===== src/rtl/stream_codec_pkg.sv =====
`default_nettype none
// +--------------------------------------------------------------------+
// | codec_pkg : mode encoding, default LFSR taps and keystream step     |
// | Revision  : 1.0                                                     |
// +--------------------------------------------------------------------+
package codec_pkg;

  typedef enum logic {
    STATIC = 1'b0,
    ROLL   = 1'b1
  } codec_mode_e;

  localparam int              C_MAX_W         = 64;
  localparam logic [63:0]     C_TAPS_DEFAULT  = 64'hD800_0000_0000_0000;

  // Narrower keys are zero-extended; truncating the result yields the same shift
  function automatic logic [C_MAX_W-1:0] lfsr_next(
    input logic [C_MAX_W-1:0] key,
    input logic [C_MAX_W-1:0] taps
  );
    return {key[C_MAX_W-2:0], ^(key & taps)};
  endfunction

endpackage
`default_nettype wire


===== src/rtl/stream_codec_if.sv =====
`default_nettype none
// +--------------------------------------------------------------------+
// | stream_codec_if : valid/ready/data beat channel                     |
// | Revision        : 1.0                                               |
// +--------------------------------------------------------------------+
interface stream_codec_if #(
  parameter int DATA_W = 64
);
  logic              valid;
  logic              ready;
  logic [DATA_W-1:0] data;

  modport master (output valid, output data, input ready);
  modport slave  (input valid, input data, output ready);
endinterface
`default_nettype wire


===== src/rtl/stream_codec_keygen.sv =====
`default_nettype none
// +--------------------------------------------------------------------+
// | codec_keygen : key register with load-over-advance priority         |
// | Revision     : 1.0                                                  |
// +--------------------------------------------------------------------+
module codec_keygen
  import codec_pkg::*;
#(
  parameter int                DATA_W  = 64,
  parameter logic [DATA_W-1:0] TAPS    = DATA_W'(C_TAPS_DEFAULT),
  parameter logic [DATA_W-1:0] KEY_RST = '0
) (
  input  wire logic              clk,
  input  wire logic              rst_n,
  input  wire logic              key_load_i,
  input  wire logic [DATA_W-1:0] key_i,
  input  wire logic              mode_i,
  input  wire logic              advance_i,
  output logic      [DATA_W-1:0] key_o
);

  logic [DATA_W-1:0] r_key;
  codec_mode_e       r_mode;
  logic [DATA_W-1:0] w_key_next;

  assign w_key_next = DATA_W'(lfsr_next(C_MAX_W'(r_key), C_MAX_W'(TAPS)));
  assign key_o      = r_key;

  always_ff @(posedge clk or negedge rst_n) begin
    if (!rst_n) begin
      r_key  <= KEY_RST;
      r_mode <= STATIC;
    end else if (key_load_i) begin
      r_key  <= key_i;
      r_mode <= codec_mode_e'(mode_i);
    end else if (advance_i && (r_mode == ROLL)) begin
      r_key  <= w_key_next;
    end
  end

endmodule
`default_nettype wire


===== src/rtl/stream_codec.sv =====
`default_nettype none
// +--------------------------------------------------------------------+
// | stream_codec : one-stage valid/ready XOR codec, static or LFSR key  |
// | Revision     : 1.0                                                  |
// +--------------------------------------------------------------------+
module stream_codec
  import codec_pkg::*;
#(
  parameter int                DATA_W  = 64,
  parameter logic [DATA_W-1:0] TAPS    = DATA_W'(C_TAPS_DEFAULT),
  parameter logic [DATA_W-1:0] KEY_RST = '0,
  parameter int                CNT_W   = 16
) (
  input  wire logic              clk,
  input  wire logic              rst_n,
  input  wire logic              key_load_i,
  input  wire logic [DATA_W-1:0] key_i,
  input  wire logic              mode_i,
  stream_codec_if.slave          in_if,
  stream_codec_if.master         out_if,
  output logic      [CNT_W-1:0]  beat_cnt_o
);

  logic [DATA_W-1:0] r_data;
  logic              r_valid;
  logic [CNT_W-1:0]  r_cnt;
  logic [DATA_W-1:0] w_key;
  logic              w_in_ready;
  logic              w_acc;

  // Combinational ready from downstream keeps a full beat per cycle
  assign w_in_ready   = !r_valid || out_if.ready;
  assign w_acc        = in_if.valid && w_in_ready;
  assign in_if.ready  = w_in_ready;
  assign out_if.valid = r_valid;
  assign out_if.data  = r_data;
  assign beat_cnt_o   = r_cnt;

  codec_keygen #(
    .DATA_W  (DATA_W),
    .TAPS    (TAPS),
    .KEY_RST (KEY_RST)
  ) u_keygen (
    .clk        (clk),
    .rst_n      (rst_n),
    .key_load_i (key_load_i),
    .key_i      (key_i),
    .mode_i     (mode_i),
    .advance_i  (w_acc),
    .key_o      (w_key)
  );

  always_ff @(posedge clk or negedge rst_n) begin
    if (!rst_n) begin
      r_data  <= '0;
      r_valid <= 1'b0;
      r_cnt   <= '0;
    end else begin
      if (w_acc) begin
        r_data  <= in_if.data ^ w_key;
        r_valid <= 1'b1;
      end else if (out_if.ready) begin
        r_valid <= 1'b0;
      end
      // A load restarts the count even if a beat is taken in the same cycle
      if (key_load_i) begin
        r_cnt <= '0;
      end else if (w_acc) begin
        r_cnt <= r_cnt + CNT_W'(1);
      end
    end
  end

endmodule
`default_nettype wire

===== src/flat_wrapper.sv =====
// flat-port wrapper written by rule: the top's interface ports become plain ports
module stream_codec_flat import codec_pkg::*;
#(
  parameter int                DATA_W  = 64,
  parameter logic [DATA_W-1:0] TAPS    = DATA_W'(C_TAPS_DEFAULT),
  parameter logic [DATA_W-1:0] KEY_RST = '0,
  parameter int                CNT_W   = 16
)
  (clk, rst_n, key_load_i, key_i, mode_i, beat_cnt_o, in_if_valid, in_if_data, in_if_ready, out_if_valid, out_if_data, out_if_ready);
  stream_codec_if #(.DATA_W(DATA_W)) in_if_i ();
  stream_codec_if #(.DATA_W(DATA_W)) out_if_i ();
  input  wire logic clk;
  input  wire logic rst_n;
  input  wire logic key_load_i;
  input  wire logic [DATA_W-1:0] key_i;
  input  wire logic mode_i;
  output logic      [CNT_W-1:0] beat_cnt_o;
  input wire logic [$bits(in_if_i.valid)-1:0] in_if_valid;
  input wire logic [$bits(in_if_i.data)-1:0] in_if_data;
  output wire logic [$bits(in_if_i.ready)-1:0] in_if_ready;
  output wire logic [$bits(out_if_i.valid)-1:0] out_if_valid;
  output wire logic [$bits(out_if_i.data)-1:0] out_if_data;
  input wire logic [$bits(out_if_i.ready)-1:0] out_if_ready;
  assign in_if_i.valid = in_if_valid;
  assign in_if_i.data = in_if_data;
  assign in_if_ready = in_if_i.ready;
  assign out_if_valid = out_if_i.valid;
  assign out_if_data = out_if_i.data;
  assign out_if_i.ready = out_if_ready;
  stream_codec #(.DATA_W(DATA_W), .TAPS(TAPS), .KEY_RST(KEY_RST), .CNT_W(CNT_W)) u_core (.clk(clk), .rst_n(rst_n), .key_load_i(key_load_i), .key_i(key_i), .mode_i(mode_i), .in_if(in_if_i), .out_if(out_if_i), .beat_cnt_o(beat_cnt_o));
endmodule

===== config.mk =====
export PLATFORM = sky130hd
export DESIGN_NAME = stream_codec_flat
export DESIGN_NICKNAME = d
export VERILOG_FILES = /design/src/rtl/stream_codec_pkg.sv /design/src/rtl/stream_codec_if.sv /design/src/rtl/stream_codec_keygen.sv /design/src/rtl/stream_codec.sv /design/src/flat_wrapper.sv
export SDC_FILE = /design/constraint.sdc
export NUM_CORES = 1
export LEC_CHECK = 0
export CAP_MARGIN = 20
export CORE_UTILIZATION = 45
export CTS_CLUSTER_DIAMETER = 40
export CTS_CLUSTER_SIZE = 8
export DETAILED_ROUTE_END_ITERATION = 10
export HOLD_SLACK_MARGIN = 0.12
export PLACE_DENSITY = 0.89
export SYNTH_ARGS = -nofsm -noshare
export SYNTH_HDL_FRONTEND = slang
export SYNTH_HIERARCHICAL = 1
export SYNTH_SLANG_ARGS = --single-unit

===== constraint.sdc =====
create_clock -name clk -period 2.05 [get_ports clk]
set_input_delay 0.5125 -clock clk [delete_from_list [all_inputs] [get_ports clk]]
set_output_delay 0.5125 -clock clk [all_outputs]
set_load 0.02 [all_outputs]

==> results.txt <==
status - finished, final reports clean
crit end category - output pin
count of cell types in the netlist - 36
drt drc - 0
commonest cells after routing, fill and taps aside - 211 x clkdlybuf4s50_1, 146 x dfrtp_1, 135 x nand2_1
gr ovfl total - 0
IO Count - 216
hold crit path type - reg2reg
Yosys reg bits - 146
Ant. Diodes - 0
CTS root buffer - clkbuf_16
fmax - 0.506 GHz
Post-DP Area - 0.00908 mm^2
R2R cell count - 4
RR Startpoint - u_core/beat_cnt_o[4]
first-pass iteration count of the detailed router - 4
Post-Syn Nets - 778
first-pass GRT wire length - 26.6 mm
DIE AREA - 0.0154 mm^2
TritonCTS buffer count - 17
H-tree depth - 4
Final HPWL DP - 11.6 mm
worst skew pair latency - 400 ps
vias in the first global route - 5326
Seq/Total Area, Yosys - 54.3%
Avg Cell Area, Syn - 10.5 um^2
Bufs on Longest Clock Path - 2
final net count - 993
Slowest-stage cell, CP - clkdlybuf4s50_1
worst-path cell chain - clkdlybuf4s50_1
VDD IR max - 0.522 mV
hold slack - 475 ps
Core Box Area - 0.0145 mm^2
Tot GR Track Use - 21.4%
# port buffers - 215
layout cells sized above 1 - 6.77%
Design Area, Final - 0.00967 mm^2
post-CTS setup buffer count - 0
# rows - 44
cell depth of the worst setup path - 1
hold_sp - u_core/out_if.data[22]
First DRT Iteration DRCs - 248
top cell type's share of synthesized area - 54.3%
RSZ-0062 raised after global routing - false
CTS tree - yes
Worst Path Arrival - 1460 ps
Final Slew Violations - 0
crit start category - flop
Mapped Area - 0.00673 mm^2
CP startpoint - u_core/beat_cnt_o[6]
CP bufs+invs - 1
Die Ht - 124 um
Yosys top cell by area - dfrtp_1
RePlAce Congestion - 0.793
Area growth, synth to finish - 43.7%
Tmin final - 1980 ps
antenna-violating nets left - 0
CP max stage delay - 640 ps
max_cap viols - 0
PnR worst setup slack - 74.7 ps
CTS sink count - 146
Worst-Margin Slew - 430 ps
post-route clock period utilization - 96.4%
Slew headroom - 71.3%
power density cells - 875 mW/mm^2
Hold Vio Cnt, Final - 0
starting density of the core - 46.3%
crit-path leading delay family - buffers and inverters
initial antenna violation count - 0
Place WS - -155 ps
Yosys warnings - 6
Setup Skew - 7.82 ps
Die Width - 124 um
Worst EP required - 1540 ps
DR vias/cell - 5.00
ranking of synthesized cells by area - dfrtp_1 54%, mux2i_1 9.4%, xnor2_1 8.7%
critical path fanouts, max - 6
P_leak - 0.00435 uW
fin util - 66.5%
synthesized instance count - 643
crit path kind - reg2out
routed vias - 5274
largest net degree at the start of global routing - 107
most common cell after layout, fill and taps aside - clkdlybuf4s50_1
Reg clk slew, reported paths - 60 ps
Total Wirelength - 15.8 mm
final setup vio count - 0
worst hold path depth - 2
wire length per cell - 15.0 um
==> synthesized netlist by cell type <==
| master | number |
|---|---|
| mux2i_1 | 63 |
| o31a_1 | 1 |
| and4_1 | 1 |
| nand4_1 | 2 |
| buf_12 | 5 |
| nand2_1 | 136 |
| nand2_2 | 1 |
| and2_1 | 3 |
| inv_1 | 1 |
| nand2b_1 | 2 |
| and3_1 | 2 |
| buf_6 | 2 |
| a22oi_2 | 1 |
| o21ai_1 | 56 |
| or3_1 | 8 |
| nor4_1 | 1 |
| buf_4 | 2 |
| clkbuf_1 | 15 |
| o31ai_1 | 2 |
| or4_1 | 2 |
| inv_2 | 1 |
| nand3_1 | 3 |
| dfrtp_1 | 146 |
| xor2_1 | 4 |
| ha_1 | 1 |
| xnor2_1 | 67 |
| o21ba_1 | 1 |
| o31ai_2 | 1 |
| nand4_2 | 3 |
| nor2b_1 | 1 |
| a21oi_1 | 11 |
| nor2_1 | 4 |
| mux2_2 | 1 |
| o21ai_0 | 79 |
| buf_2 | 13 |
| buf_8 | 1 |
==> kinds of logic (layout without fill, tap and decap cells) <==
logic type,Yosys count,count (layout),synth area share [%]
adder cells (fa/ha/maj),1,1,0.186
buffers and inverters,40,268,4.18
AND/OR/NAND/NOR,169,169,10.8
multiplexers,64,64,9.54
XOR/XNOR,71,71,9.24
flip-flops,146,146,54.3
AO/OA/AOI/OAI,152,152,11.7
==> worst reg2reg max path: stages, from the launching register on <==
cell	delay, ps
dfrtp_1	380
and2_1	240
nand4_2	190
or4_1	540
a21oi_1	150
==> final timing paths <==
| kind | endpoint | slack [ps] |
|---|---|---|
| worst max-delay path | beat_cnt_o[6] | 70 |
| worst min-delay path | u_core/out_if.data[22] | 470 |
| worst max register to register | u_core/beat_cnt_o[15] | 480 |
| worst min register to register | u_core/out_if.data[22] | 470 |
| max in group asynchronous | u_core/out_if.data[9] | 860 |
| min in group asynchronous | u_core/out_if.data[38] | 590 |
==> layer usage <==
layer / vias to the layer above / part of all wire [%] / GRT usage [%]
met2: 157 / 48 / 33.6
met1: 2455 / 42 / 27.2
met3: 55 / 4.4 / 4.55
li1: 2607 / - / -
met4: 0 / 5.3 / 13.2
met5: - / 0 / 0
==> flip-flops by register name, indices dropped and copies added (netlist names) <==
signal	flops
u_core/u_keygen/r_mode	1
u_core/out_if.data	64
u_core/out_if.valid	1
u_core/u_keygen/key_o	64
u_core/beat_cnt_o	16
==> cell type report <==
class	instances	area [um^2]
timing repair buffer	234	2390
multi-input combinational	457	2810
inverter	2	7.51
sequential	146	3650
tap	184	230
fill	1126	4870
clock buffer	24	502
clock inverter	8	76.3
==> power by group <==
group | internal (uW) | switching (uW)
clock | 1830 | 1120
sequential | 3270 | 276
combinational | 1040 | 928
==> what timing repair did <==
action                                  CTS  global route
endpoints found under the hold margin    35             0
endpoints found under the setup margin    2             0
hold buffers                              1             0
gates resized for setup                   2             0
==> per-stage QoR <==
stage / std cells / total power, uW / TNS [ps]
after floorplan: 643 / 4560 / 0
after global placement: 1022 / 5510 / -3900
after detailed placement: 1022 / 5580 / -6130
after CTS: 1055 / 8560 / 0
after global routing: 1055 / 8890 / 0
final: 1055 / 8460 / 0
No activity file was read; power rests on OpenSTA's default activity.
